[config.mk]
export PLATFORM = sky130hd
export DESIGN_NAME = fifo_stream_reader
export DESIGN_NICKNAME = d
export VERILOG_FILES = /design/src/rtl/fifo_rd_pkg.sv /design/src/rtl/fifo_rd_skid_buf.sv /design/src/rtl/fifo_stream_reader.sv
export SDC_FILE = /design/constraint.sdc
export NUM_CORES = 1
export LEC_CHECK = 0
export BUFFER_PORTS_ARGS = -buffer_cell sky130_fd_sc_hd__buf_2
export CAP_MARGIN = 20
export CORE_ASPECT_RATIO = 0.6
export CORE_MARGIN = 1.5
export CORE_UTILIZATION = 55
export CTS_BUF_LIST = sky130_fd_sc_hd__clkbuf_16
export DETAILED_ROUTE_END_ITERATION = 10
export HOLD_SLACK_MARGIN = 0.05
export PLACE_DENSITY = 0.8
export SLEW_MARGIN = 5
export SYNTH_ARGS = -nofsm -noshare
export SYNTH_HDL_FRONTEND = slang
export SYNTH_SLANG_ARGS = --single-unit
export TNS_END_PERCENT = 10
[constraint.sdc]
create_clock -name clk -period 2.5 [get_ports clk]
set_clock_uncertainty 0.05 [all_clocks]
set_input_delay 0.75 -clock clk [delete_from_list [all_inputs] [get_ports clk]]
set_output_delay 0.75 -clock clk [all_outputs]
set_load 0.01 [all_outputs]
[src/rtl/fifo_rd_pkg.sv]
// Shared sizing and pointer helpers for the FIFO stream reader and its skid buffer.
package fifo_rd_pkg;

    localparam int BUF_DEPTH = 3;
    localparam int BUF_PTR_W = 2;
    localparam int BUF_CNT_W = 2;

    typedef logic [BUF_PTR_W-1:0] buf_ptr_t;
    typedef logic [BUF_CNT_W-1:0] buf_cnt_t;

    // Ring pointer over BUF_DEPTH entries; not a power of two, so wrap explicitly.
    function automatic buf_ptr_t ptr_inc(input buf_ptr_t p);
        return (p == buf_ptr_t'(BUF_DEPTH - 1)) ? '0 : p + buf_ptr_t'(1);
    endfunction

endpackage

[src/rtl/fifo_rd_skid_buf.sv]
// Three-entry register ring that absorbs FIFO read latency; head is the oldest word.
module fifo_rd_skid_buf
    import fifo_rd_pkg::*;
#(
    parameter int WIDTH = 8
) (
    input  logic             clk,
    input  logic             rst,
    input  logic             wr,
    input  logic [WIDTH-1:0] wr_data,
    input  logic             rd,
    output logic [WIDTH-1:0] head,
    output buf_cnt_t         cnt
);

    logic [WIDTH-1:0] mem [BUF_DEPTH];
    buf_ptr_t         wptr;
    buf_ptr_t         rptr;

    always_ff @(posedge clk) begin
        if (rst) begin
            wptr <= '0;
            rptr <= '0;
            cnt  <= '0;
            for (int i = 0; i < BUF_DEPTH; i++) begin
                mem[i] <= '0;
            end
        end else begin
            if (wr) begin
                mem[wptr] <= wr_data;
                wptr      <= ptr_inc(wptr);
            end
            if (rd) begin
                rptr <= ptr_inc(rptr);
            end
            case ({wr, rd})
                2'b10:   cnt <= cnt + buf_cnt_t'(1);
                2'b01:   cnt <= cnt - buf_cnt_t'(1);
                default: cnt <= cnt;
            endcase
        end
    end

    assign head = mem[rptr];

endmodule

[src/rtl/fifo_stream_reader.sv]
// Pops a synchronous FIFO and presents the words as a valid/ready stream.
// Define FIFO_RD_PKT_LAST_EN to generate m_last every PKT_LEN beats.
module fifo_stream_reader
    import fifo_rd_pkg::*;
#(
    parameter int WIDTH   = 8,
    parameter int PKT_LEN = 4,
    parameter int CNT_W   = 16
) (
    input  logic             clk,
    input  logic             rst,
    input  logic             en,
    input  logic             fifo_empty,
    input  logic [WIDTH-1:0] fifo_dout,
    output logic             fifo_rd_en,
    output logic [WIDTH-1:0] m_data,
    output logic             m_valid,
    input  logic             m_ready,
    output logic             m_last,
    output logic [CNT_W-1:0] beat_cnt,
    output logic             busy
);

    if (PKT_LEN < 1 || PKT_LEN > 65535) begin : g_bad_pkt_len
        $error("fifo_stream_reader: PKT_LEN must be within 1..65535");
    end

    logic       inflight;
    logic       xfer;
    buf_cnt_t   buf_cnt;
    logic [2:0] occ;

    // Popped-but-not-yet-captured words count against buffer space, so the
    // pop decision never looks at m_ready.
    assign occ        = {1'b0, buf_cnt} + {2'b00, inflight};
    assign fifo_rd_en = en & ~fifo_empty & ~rst & (occ < 3'(BUF_DEPTH));
    assign m_valid    = (buf_cnt != '0);
    assign xfer       = m_valid & m_ready;
    assign busy       = inflight | m_valid;

    always_ff @(posedge clk) begin
        if (rst) begin
            inflight <= 1'b0;
            beat_cnt <= '0;
        end else begin
            inflight <= fifo_rd_en;
            if (xfer) begin
                beat_cnt <= beat_cnt + CNT_W'(1);
            end
        end
    end

    fifo_rd_skid_buf #(
        .WIDTH (WIDTH)
    ) u_skid_buf (
        .clk     (clk),
        .rst     (rst),
        .wr      (inflight),
        .wr_data (fifo_dout),
        .rd      (xfer),
        .head    (m_data),
        .cnt     (buf_cnt)
    );

`ifdef FIFO_RD_PKT_LAST_EN
    localparam logic [15:0] PKT_LAST_IDX = 16'(PKT_LEN - 1);

    logic [15:0] pkt_idx;

    always_ff @(posedge clk) begin
        if (rst) begin
            pkt_idx <= '0;
        end else if (xfer) begin
            pkt_idx <= (pkt_idx == PKT_LAST_IDX) ? '0 : pkt_idx + 16'd1;
        end
    end

    assign m_last = m_valid & (pkt_idx == PKT_LAST_IDX);
`else
    assign m_last = 1'b0;
`endif

endmodule

==> summary.md, run 1 <==
| Metric | Value |
|---|---|
| Status | `finished with violations` |
| Violated checks | `setup timing` |
| Number of port buffers | `39` |
| Vias per cell | `5.42` |
| Wire per inst | `17.3 um` |
| Ant diodes | `0` |
| Unrepaired setup endpoints after global routing | `yes` |
| Total number of vias | `1702` |
| Worst setup margin | `-0.0258 ns` |
| Crit-path slowest cell | `or4b_4` |
| CP endpoint kind | `output port` |
| Most frequent cell after synthesis | `edfxtp_1` |
| Top achievable clock speed | `396 MHz` |
| Layout cells sized above 1 | `33.1%` |
| Total negative slack | `-0.0258 ns` |
| CP max stage delay | `0.49 ns` |
| Crit path DAT | `1.73 ns` |
| Starting DRT DRC Count | `123` |
| CTS tree | `done` |
| Synthesized area | `2490 um^2` |
| Top delay family on crit path | `simple AND/OR/NAND/NOR gates` |
| Crit path kind | `flop to output port` |
| Sequential cell area | `1460 um^2` |
| DRT Pass-1 Iters | `4` |
| EDFF count, synth | `32` |
| CP dominant cell by count | `ha_4` |
| Root Buffer | `clkbuf_16` |
| CP max FO | `2` |
| CTS Buffer Depth | `2` |
| Synthesized net count | `218` |
| Post-synth top cells | `edfxtp_1 (32), and2_1 (27), dfxtp_1 (25), nor2_1 (20), a21oi_1 (11)` |
| Die width | `89.9 um` |
| Initial Utilization | `58.8%` |
| First-pass GRT wire length | `8060 um` |
| Area grow syn2layout | `25.4%` |
| Mapped Cells | `201` |
| Die H | `55.1 um` |
| Startpoint Class | `flop` |
| I/O Pins | `41` |
| Nets | `266` |
| Setup-failing EPs final | `1` |
| Initial antenna violation count | `0` |
| Max_cap viols | `0` |
| Multi-input gate area | `1010 um^2` |
| CTS H-Tree Depth | `3` |
| CP bufs+invs | `1` |
| Lkg Pwr | `1.27 nW` |
| Layout fillers | `301` |
| Remaining DRCs | `0` |
| Vias in the first global route | `1540` |
| Clock Pin Slew Worst Setup and Hold Paths | `0.05 ns` |
| Period minus WS final | `2.53 ns` |
| CP Data Required Time | `1.70 ns` |
| Syn avg cell area | `12.4 um^2` |
| PD cells | `825 nW/um^2` |
| Maximum VDD drop | `0.000601 V` |
| Most common flop cell mapped by yosys | `edfxtp_1` |
| Die ar. | `4950 um^2` |
| Synth area leader | `edfxtp_1` |
| Cell chain of the critical path | `ha_4, ha_4, or4b_4, a21oi_2, buf_2` |
| Post-detail-place hpwl | `3100 um` |
| Cts bufs inserted | `9` |
| Total GRT Usage | `23.6%` |
| Sink Count | `57` |
| Dominant cells by area after synthesis | `edfxtp_1 (39%), dfxtp_1 (20%), mux4_2 (7.2%)` |
| Site Rows | `18` |
| Seq/Total Area, Yosys | `58.7%` |
| Total congestion overflow | `0` |
| Max Slew Vio Count | `0` |
| GP Congestion | `0.754` |
| DRT Wirelength | `5430 um` |
| Post-synthesis async set-or-reset flop share | `0%` |
| Netlist cell types | `37` |
| Yosys reg bits | `57` |
| Largest net degree at the start of global routing | `33` |
| Final Hold Fails | `0` |
| Hold WC Path Type | `flop to flop` |
| Final period util | `101%` |
| Core Box Area | `4230 um^2` |
| Clock latency on the worst-skew pair | `0.33 ns` |
| Worst hold-check slack | `0.447 ns` |
| Top-area cell type share of the netlist area | `38.6%` |
| Routed Antenna Nets | `0` |
| Synth Warn # | `0` |
## flip-flops by register name, summed over array words and instances (netlist names), named ones only
name and flops:
u_skid_buf.mem 32, u_skid_buf.cnt 2, inflight 1, u_skid_buf.wptr 2
u_skid_buf.rptr 2, beat_cnt 16
## final timing paths
kind | startpoint | to | slack [ns] | cells after the start
worst max-delay path | u_skid_buf.cnt[0] | fifo_rd_en | -0.03 | 5
worst min-delay path | beat_cnt[1] | beat_cnt[1] | 0.45 | 2
worst max register to register | u_skid_buf.cnt[0] | u_skid_buf.cnt[1] | 0.54 | 6
worst min register to register | beat_cnt[1] | beat_cnt[1] | 0.45 | 2
## routing by layer
metal  GRT usage (%)  vias to the layer above  routed length, um
met5               0                        -                  0
li1                -                      816                  -
met3            8.06                        9                285
met2            38.8                       43               2580
met1            28.2                      834               2480
met4            14.6                        0                 77
## logic make-up (layout without fill, tap and decap cells)
group / Yosys count / in the layout / synth area share (%)
AND/OR/NAND/NOR: 88 / 88 / 20.4
XOR/XNOR: 11 / 11 / 3.87
AO/OA/AOI/OAI: 18 / 18 / 4.37
flip-flops: 57 / 57 / 58.7
adder cells (fa/ha/maj): 4 / 4 / 2.01
multiplexers: 11 / 11 / 8.59
other: 1 / 1 / 0.151
buffers and inverters: 11 / 64 / 1.91
## placed cells by master (no fill, tap or decap), types with 2 or more instances in the layout
| master | Yosys | final |
|---|---|---|
| clkinvlp_4 | 0 | 2 |
| mux2_1 | 3 | 3 |
| or3_1 | 4 | 4 |
| nor2_1 | 20 | 20 |
| dfxtp_1 | 25 | 23 |
| inv_1 | 3 | 3 |
| dfxtp_2 | 0 | 2 |
| clkinv_2 | 0 | 2 |
| or2_2 | 4 | 4 |
| ha_4 | 0 | 2 |
| and3_1 | 2 | 2 |
| xnor2_1 | 4 | 4 |
| bufinv_16 | 0 | 2 |
| xor2_1 | 7 | 7 |
| nor3_1 | 4 | 4 |
| nand2_1 | 8 | 8 |
| a21oi_1 | 11 | 10 |
| clkbuf_16 | 0 | 9 |
| and4_1 | 2 | 2 |
| buf_2 | 2 | 39 |
| nand4_1 | 4 | 4 |
| mux4_2 | 8 | 8 |
| o21ai_0 | 3 | 3 |
| edfxtp_1 | 32 | 32 |
| ha_1 | 4 | 2 |
| buf_4 | 1 | 6 |
| nand3_1 | 3 | 3 |
| and2_1 | 27 | 27 |
| nor2b_1 | 3 | 3 |
## worst reg2reg max path, cell delays in order (launching register included)
cell and delay (ns):
dfxtp_2 0.33, buf_4 0.16, o21ai_1 0.33, inv_1 0.19, ha_1 0.35, or3_1 0.35
a21oi_1 0.14
## layout make-up
cell class | count | share of cell area (%)
inverter | 3 | 0.361
tap | 60 | 2.40
sequential | 57 | 46.9
clock buffer | 9 | 7.21
clock inverter | 7 | 3.00
timing repair buffer | 45 | 7.69
multi-input combinational | 133 | 32.5
## what timing repair did
item / CTS / global route
hold buffers: 0 / 0
buffers inserted: 1 / 0
pin swaps: 1 / 1
resized for setup: 8 / 0
endpoints found under the setup margin: 1 / 1
## report_power, final
group | internal [mW] | switching (mW)
Clock | 0.870 | 0.427
Sequential | 1.02 | 0.0257
Combinational | 0.110 | 0.121
Total | 2.00 | 0.573
## per-stage QoR
step	util, %	instances	power (mW)	setup WS (ns)	instance area, um^2
2_1_floorplan	-	201	1.20	0.0513	2490
3_3_place_gp	65.2	297	1.27	-0.0795	2760
3_5_place_dp	65.2	297	1.28	-0.0989	2760
4_1_cts	73.8	314	2.59	-0.0555	3120
5_1_grt	73.8	314	2.65	-0.0817	3120
6_report	73.8	314	2.58	-0.0258	3120
Power figures use the tool's default switching activity.
==> run 2: changes to the inputs <==
--- a/config.mk
+++ b/config.mk
@@ -14,8 +14,9 @@
 export DETAILED_ROUTE_END_ITERATION = 10
 export HOLD_SLACK_MARGIN = 0.05
 export PLACE_DENSITY = 0.8
-export SLEW_MARGIN = 5
+export SKIP_CTS_REPAIR_TIMING = 1
 export SYNTH_ARGS = -nofsm -noshare
 export SYNTH_HDL_FRONTEND = slang
+export SYNTH_HIERARCHICAL = 1
 export SYNTH_SLANG_ARGS = --single-unit
 export TNS_END_PERCENT = 10
==> summary.md, run 2 <==
| Metric | Value |
|---|---|
| EDFF count, synth | `32 (unchanged)` |
| Unrepaired setup endpoints after global routing | `yes (unchanged)` |
| Top Registers | `u_skid_buf/mem: 32 flops, beat_cnt: 16 flops (was u_skid_buf.mem: 32 flops, beat_cnt: 16 flops)` |
| Commonest non-fill, non-tap cells in the layout | `buf_2 (39), edfxtp_1 (32), and2_1 (25) (was buf_2 (39), edfxtp_1 (32), and2_1 (27))` |
| Site Rows | `18 (unchanged)` |
| CTS H-Tree Depth | `3 (unchanged)` |
| GP Congestion | `0.725 (was 0.754)` |
| Routed Antenna Nets | `0 (unchanged)` |
| Worst flop-to-flop path endpoint | `u_skid_buf/cnt[1] (was u_skid_buf.cnt[1])` |
| Commonest non-fill, non-tap cell in the layout | `buf_2 (unchanged)` |
| Lkg Pwr | `1.28 nW (was 1.27 nW)` |
| CP Data Required Time | `1.70 ns (about the same)` |
| I/O Pins | `41 (unchanged)` |
| Starting DRT DRC Count | `70 (was 123)` |
| Clock latency on the worst-skew pair | `0.32 ns (was 0.33 ns)` |
| Max Slew Vio Count | `0 (unchanged)` |
| Top achievable clock speed | `394 MHz (was 396 MHz)` |
| Area grow syn2layout | `24.0% (was 25.4%)` |
| Core Box Area | `4260 um^2 (was 4230 um^2)` |
| CP max stage delay | `0.53 ns (was 0.49 ns)` |
| Period minus WS final | `2.54 ns (was 2.53 ns)` |
| Top-area cell type share of the netlist area | `38.2% (was 38.6%)` |
| CP max FO | `3 (was 2)` |
| CTS tree | `done (unchanged)` |
| First-pass GRT wire length | `8320 um (was 8060 um)` |
| Violated checks | `setup timing (unchanged)` |
| Crit path DAT | `1.74 ns (was 1.73 ns)` |
| Total number of vias | `1695 (was 1702)` |
| Seq/Total Area, Yosys | `58.1% (was 58.7%)` |
| Sink Count | `57 (unchanged)` |
| Wire per inst | `16.4 um (was 17.3 um)` |
| Setup-failing EPs final | `1 (unchanged)` |
| Yosys reg bits | `57 (unchanged)` |
| Ant diodes | `0 (unchanged)` |
| Measured slew at the worst slew-check pin | `0.896 ns` |
| Clock Pin Slew Worst Setup and Hold Paths | `0.05 ns (about the same)` |
| Top delay family on crit path | `simple AND/OR/NAND/NOR gates (unchanged)` |
| Nets | `265 (was 266)` |
| Netlist cell types | `41 (was 37)` |
| DRT Pass-1 Iters | `4 (unchanged)` |
| Final Hold Fails | `0 (unchanged)` |
| Remaining DRCs | `0 (unchanged)` |
| Post-synth top cells | `edfxtp_1 (32), and2_1 (25), dfxtp_1 (25), nor2_1 (18), a21oi_1 (10) (was edfxtp_1 (32), and2_1 (27), dfxtp_1 (25), nor2_1 (20), a21oi_1 (11))` |
| Total GRT Usage | `22.6% (was 23.6%)` |
| Initial antenna violation count | `0 (unchanged)` |
| Synthesized area | `2510 um^2 (was 2490 um^2)` |
| Dominant cells by area after synthesis | `edfxtp_1 (38%), dfxtp_1 (20%), mux4_1 (7.3%) (was edfxtp_1 (39%), dfxtp_1 (20%), mux4_2 (7.2%))` |
| Die ar. | `5000 um^2 (was 4950 um^2)` |
| Largest net degree at the start of global routing | `29 (was 33)` |
| Crit path kind | `flop to output port (unchanged)` |
| Number of port buffers | `39 (unchanged)` |
| Critical path depth | `5 (unchanged)` |
| Root Buffer | `clkbuf_16 (unchanged)` |
| Die H | `55.4 um (was 55.1 um)` |
| Max reg flops | `32 (unchanged)` |
| Syn avg cell area | `12.8 um^2 (was 12.4 um^2)` |
| Hold Crit Depth | `2 (unchanged)` |
| Multi-input gate area | `1030 um^2 (was 1010 um^2)` |
| Maximum VDD drop | `0.000584 V (was 0.000601 V)` |
| PD cells | `759 nW/um^2 (was 825 nW/um^2)` |
| Placed Area | `2790 um^2 (was 2760 um^2)` |
| Status | `finished with violations (unchanged)` |
| DRT Wirelength | `5150 um (was 5430 um)` |
| Cts bufs inserted | `9 (unchanged)` |
| Max_slew headroom | `40.1%` |
| Die width | `90.3 um (was 89.9 um)` |
| Post-detail-place hpwl | `3390 um (was 3100 um)` |
| Crit-path slowest cell | `or4b_4 (unchanged)` |
| Critical R2R Launch | `u_skid_buf/cnt[0] (was u_skid_buf.cnt[0])` |
| CP dominant cell by count | `ha_4 (unchanged)` |
| Layout fillers | `304 (was 301)` |
| CP endpoint kind | `output port (unchanged)` |
| Final instance area | `3120 um^2 (about the same)` |
| Layout cells sized above 1 | `29.6% (was 33.1%)` |
| Total congestion overflow | `0 (unchanged)` |
| Synth area leader | `edfxtp_1 (unchanged)` |
| Vias per cell | `5.42 (about the same)` |
| Post-synthesis async set-or-reset flop share | `0% (unchanged)` |
| Most common flop cell mapped by yosys | `edfxtp_1 (unchanged)` |
| Synthesized net count | `214 (was 218)` |
| Vias in the first global route | `1663 (was 1540)` |
| Hold WC Path Type | `flop to flop (unchanged)` |
| Critical Path Start | `inflight (was u_skid_buf.cnt[0])` |
| Most frequent cell after synthesis | `edfxtp_1 (unchanged)` |
| Final period util | `102% (was 101%)` |
| Final design utilization | `73.3% (was 73.8%)` |
| Sequential cell area | `1470 um^2 (was 1460 um^2)` |
| Total negative slack | `-0.0402 ns (was -0.0258 ns)` |
| CTS Buffer Depth | `2 (unchanged)` |
| R2r worst-path depth | `7 (was 6)` |
| Max_cap viols | `0 (unchanged)` |
| Cell chain of the critical path | `ha_4, ha_4, or4b_4, a21oi_2, buf_2 (unchanged)` |
| Initial Utilization | `59.1% (was 58.8%)` |
| Crit path to | `fifo_rd_en (unchanged)` |
| CP bufs+invs | `1 (unchanged)` |
| Synth Warn # | `6 (was 0)` |
| Biggest register | `u_skid_buf/mem (was u_skid_buf.mem)` |
| Startpoint Class | `flop (unchanged)` |
| Mapped Cells | `197 (was 201)` |
| Worst setup margin | `-0.0402 ns (was -0.0258 ns)` |
| R2r setup slk | `0.50 ns (was 0.54 ns)` |
-- run 2: worst min path at each step --
stage | start | to
global route | u_skid_buf/wptr[1] | u_skid_buf/wptr[1]
floorplan | u_skid_buf/wptr[1] | u_skid_buf/wptr[1]
CTS | u_skid_buf/wptr[1] | u_skid_buf/wptr[1]
finish | u_skid_buf/wptr[1] | u_skid_buf/wptr[1]
global placement | beat_cnt[15] | beat_cnt[15]
detailed placement | u_skid_buf/wptr[1] | u_skid_buf/wptr[1]
-- run 2: cell families after synthesis --
group / count (synthesis) / share of synthesized area, %
AO/OA/AOI/OAI: 20 / 4.98
XOR/XNOR: 13 / 4.53
adder cells (fa/ha/maj): 4 / 1.99
buffers and inverters: 12 / 2.34
flip-flops: 57 / 58.1
multiplexers: 10 / 9.01
other: 1 / 0.149
AND/OR/NAND/NOR: 80 / 18.9
-- run 2: worst reg2reg max path, stage by stage (launching register included) --
cell and delay (ns):
dfxtp_2 0.33, buf_4 0.16, or2_2 0.29, nand2_1 0.15
inv_1 0.12, ha_1 0.33, or3_1 0.36, a21oi_1 0.14
-- run 2: layer usage --
layer	global-route usage [%]	wire length, um	vias to the layer above
li1	-	-	825
met1	29.5	2480	834
met3	7.02	184	4
met4	8.16	47	0
met2	35.7	2430	32
met5	0	0	-
-- run 2: report_power, final --
group | internal, mW | switching (mW)
Sequential | 1.03 | 0.0263
Combinational | 0.109 | 0.120
Clock | 0.710 | 0.376
-- run 2: through the flow --
step | total power, mW | setup WS, ns | hold slack (ns) | std cells
global placement | 1.27 | 0.0904 | 0.414 | 294
finish | 2.37 | -0.0402 | 0.448 | 313
CTS | 2.37 | -0.0904 | 0.447 | 310
global route | 2.45 | -0.0942 | 0.460 | 313
detailed placement | 1.28 | 0.0842 | 0.441 | 294
floorplan | 1.21 | 0.115 | 0.408 | 197
-- run 2: layout make-up --
| class | count | area share [%] |
|---|---|---|
| inverters | 5 | 0.602 |
| well taps | 60 | 2.41 |
| clock inverters | 6 | 0.803 |
| clock buffers | 10 | 8.03 |
| repair buffers | 47 | 8.19 |
| flip-flops and latches | 57 | 47.0 |
| multi-input cells | 128 | 32.9 |
==> run 3: changes to the inputs <==
==> constraint.sdc (replaced) <==
create_clock -name clk -period 2.5 [get_ports clk]
set_clock_uncertainty 0.05 [all_clocks]
set_input_delay 0.75 -clock clk [delete_from_list [all_inputs] [get_ports clk]]
set_output_delay 0.75 -clock clk [all_outputs]
set_load 0.05 [all_outputs]
==> summary.md, run 3 (synthesis gave the netlist of run 2 again) <==
| Metric | Value |
|---|---|
| Violated checks | `setup timing (unchanged)` |
| CP endpoint kind | `output port (unchanged)` |
| Crit path DAT | `1.80 ns (was 1.74 ns)` |
| Initial antenna violation count | `0 (unchanged)` |
| Met3 Use GR | `10.6% (was 7.02%)` |
| Number of port buffers | `39 (unchanged)` |
| Sink Count | `57 (unchanged)` |
| Biggest register | `u_skid_buf/mem (unchanged)` |
| Startpoint Class | `flop (unchanged)` |
| Total power | `2.55 mW (was 2.37 mW)` |
| Vias per cell | `5.35 (was 5.42)` |
| Crit-path slowest cell | `or4b_4 (unchanged)` |
| Layout cells sized above 1 | `29.8% (was 29.6%)` |
| Die H | `55.4 um (unchanged)` |
| Total GRT Usage | `21.6% (was 22.6%)` |
| Max_slew headroom | `45.0% (was 40.1%)` |
| Vias in the first global route | `1552 (was 1663)` |
| Cell chain of the critical path | `ha_4, ha_4, or4b_4, a21oi_4, buf_6 (was ha_4, ha_4, or4b_4, a21oi_2, buf_2)` |
| Max Slew Vio Count | `0 (unchanged)` |
| CTS H-Tree Depth | `3 (unchanged)` |
| Die ar. | `5000 um^2 (unchanged)` |
| Top Registers | `u_skid_buf/mem: 32 flops, beat_cnt: 16 flops (unchanged)` |
| Final Hold Fails | `0 (unchanged)` |
| PD cells | `813 nW/um^2 (was 759 nW/um^2)` |
| Core Box Area | `4260 um^2 (unchanged)` |
| CTS tree | `done (unchanged)` |
| Final period util | `104% (was 102%)` |
| Layout fillers | `258 (was 304)` |
| CTS Buffer Depth | `2 (unchanged)` |
| Clock Pin Slew Worst Setup and Hold Paths | `0.05 ns (about the same)` |
| CP Data Required Time | `1.70 ns (about the same)` |
| Final design utilization | `73.6% (was 73.3%)` |
| Placed Area | `2810 um^2 (was 2790 um^2)` |
| Worst setup margin | `-0.0998 ns (was -0.0402 ns)` |
| I/O Pins | `41 (unchanged)` |
| Placed instance count | `295 (was 294)` |
| Die width | `90.3 um (unchanged)` |
| Routed Antenna Nets | `0 (unchanged)` |
| Crit path kind | `flop to output port (unchanged)` |
| Commonest non-fill, non-tap cell in the layout | `buf_2 (unchanged)` |
| Clock latency on the worst-skew pair | `0.32 ns (about the same)` |
| Final instance area | `3130 um^2 (was 3120 um^2)` |
| Grt met2 use | `29.8% (was 35.7%)` |
| Fin cells | `312 (was 313)` |
| Site Rows | `18 (unchanged)` |
| CP max FO | `2 (was 3)` |
| Nets | `264 (was 265)` |
| GR Layer Usage met1 | `30.0% (was 29.5%)` |
| Cts bufs inserted | `9 (unchanged)` |
| Top delay family on crit path | `simple AND/OR/NAND/NOR gates (unchanged)` |
| CP bufs+invs | `1 (unchanged)` |
| Period minus WS final | `2.60 ns (was 2.54 ns)` |
| Measured slew at the worst slew-check pin | `0.823 ns (was 0.896 ns)` |
| Starting DRT DRC Count | `103 (was 70)` |
| Status | `finished with violations (unchanged)` |
| Area grow syn2layout | `24.6% (was 24.0%)` |
| First-pass GRT wire length | `7840 um (was 8320 um)` |
| Remaining DRCs | `0 (unchanged)` |
| Worst hold-check slack | `0.437 ns (was 0.448 ns)` |
| GP Congestion | `0.769 (was 0.725)` |
| Largest net degree at the start of global routing | `29 (unchanged)` |
| Total negative slack | `-0.0998 ns (was -0.0402 ns)` |
| Busiest grt layer | `met1 (was met2)` |
| CP max stage delay | `0.55 ns (was 0.53 ns)` |
| Lkg Pwr | `1.27 nW (was 1.28 nW)` |
| Total congestion overflow | `0 (unchanged)` |
| Total number of vias | `1669 (was 1695)` |
| DRT Wirelength | `4960 um (was 5150 um)` |
| DP Worst Slack | `-0.0845 ns (was 0.0842 ns)` |
| Hold WC Path Type | `flop to flop (unchanged)` |
| Post-detail-place hpwl | `3210 um (was 3390 um)` |
| Top achievable clock speed | `385 MHz (was 394 MHz)` |
| Setup-failing EPs final | `1 (unchanged)` |
| DRT Pass-1 Iters | `4 (unchanged)` |
| Maximum VDD drop | `0.000515 V (was 0.000584 V)` |
| Initial Utilization | `59.1% (unchanged)` |
| Root Buffer | `clkbuf_16 (unchanged)` |
| Ant diodes | `0 (unchanged)` |
| Max reg flops | `32 (unchanged)` |
| Commonest non-fill, non-tap cells in the layout | `buf_2 (38), edfxtp_1 (32), and2_1 (25) (was buf_2 (39), edfxtp_1 (32), and2_1 (25))` |
| Max_cap viols | `0 (unchanged)` |
| Wire per inst | `15.9 um (was 16.4 um)` |
| Unrepaired setup endpoints after global routing | `yes (unchanged)` |
| CP dominant cell by count | `ha_4 (unchanged)` |
## run 3: cell count changes in the layout (fill, tap and decap cells not counted), sizes merged
cell	delta
clkinv	+1
clkinvlp	+2
clkbuf	-1
inv	-3
bufinv	+1
buf	-1
## run 3: worst min-delay path, stage by stage (launching register included)
cell and delay, ns:
dfxtp_1 0.31, o21ai_0 0.07, a21oi_1 0.06
## run 3: power breakdown
group          leakage, nW  internal (mW)  total (mW)  switching [mW]
Combinational        0.606          0.118       0.343           0.225
Clock                0.140          0.757        1.15           0.394
Sequential           0.524           1.03        1.05          0.0270
Total                 1.27           1.90        2.55           0.646
## run 3: final cells by class
type                    count  area (um^2)  share of cell area [%]
well taps                  60         75.1                    2.40
clock inverters             7         62.6                    2.00
inverters                   5         18.8                   0.599
repair buffers             46          254                    8.10
clock buffers               9          225                    7.19
multi-input cells         128         1030                    33.0
flip-flops and latches     57         1460                    46.7
## run 3: per-layer routing
layer / routed length, um / vias to the layer above / share of wire, %
met5: 0 / - / 0
met4: 0 / 0 / 0
met3: 389 / 0 / 7.8
met2: 2210 / 52 / 45
met1: 2360 / 800 / 48
li1: - / 817 / -
## run 3: path summary, 6_finish.rpt
kind,from,endpoint,slack [ns],cells past startpoint
worst max-delay path,u_skid_buf/cnt[0],fifo_rd_en,-0.1,5
worst min-delay path,beat_cnt[15],beat_cnt[15],0.44,2
worst max register to register,u_skid_buf/cnt[0],u_skid_buf/cnt[1],0.35,8
worst min register to register,beat_cnt[15],beat_cnt[15],0.44,2
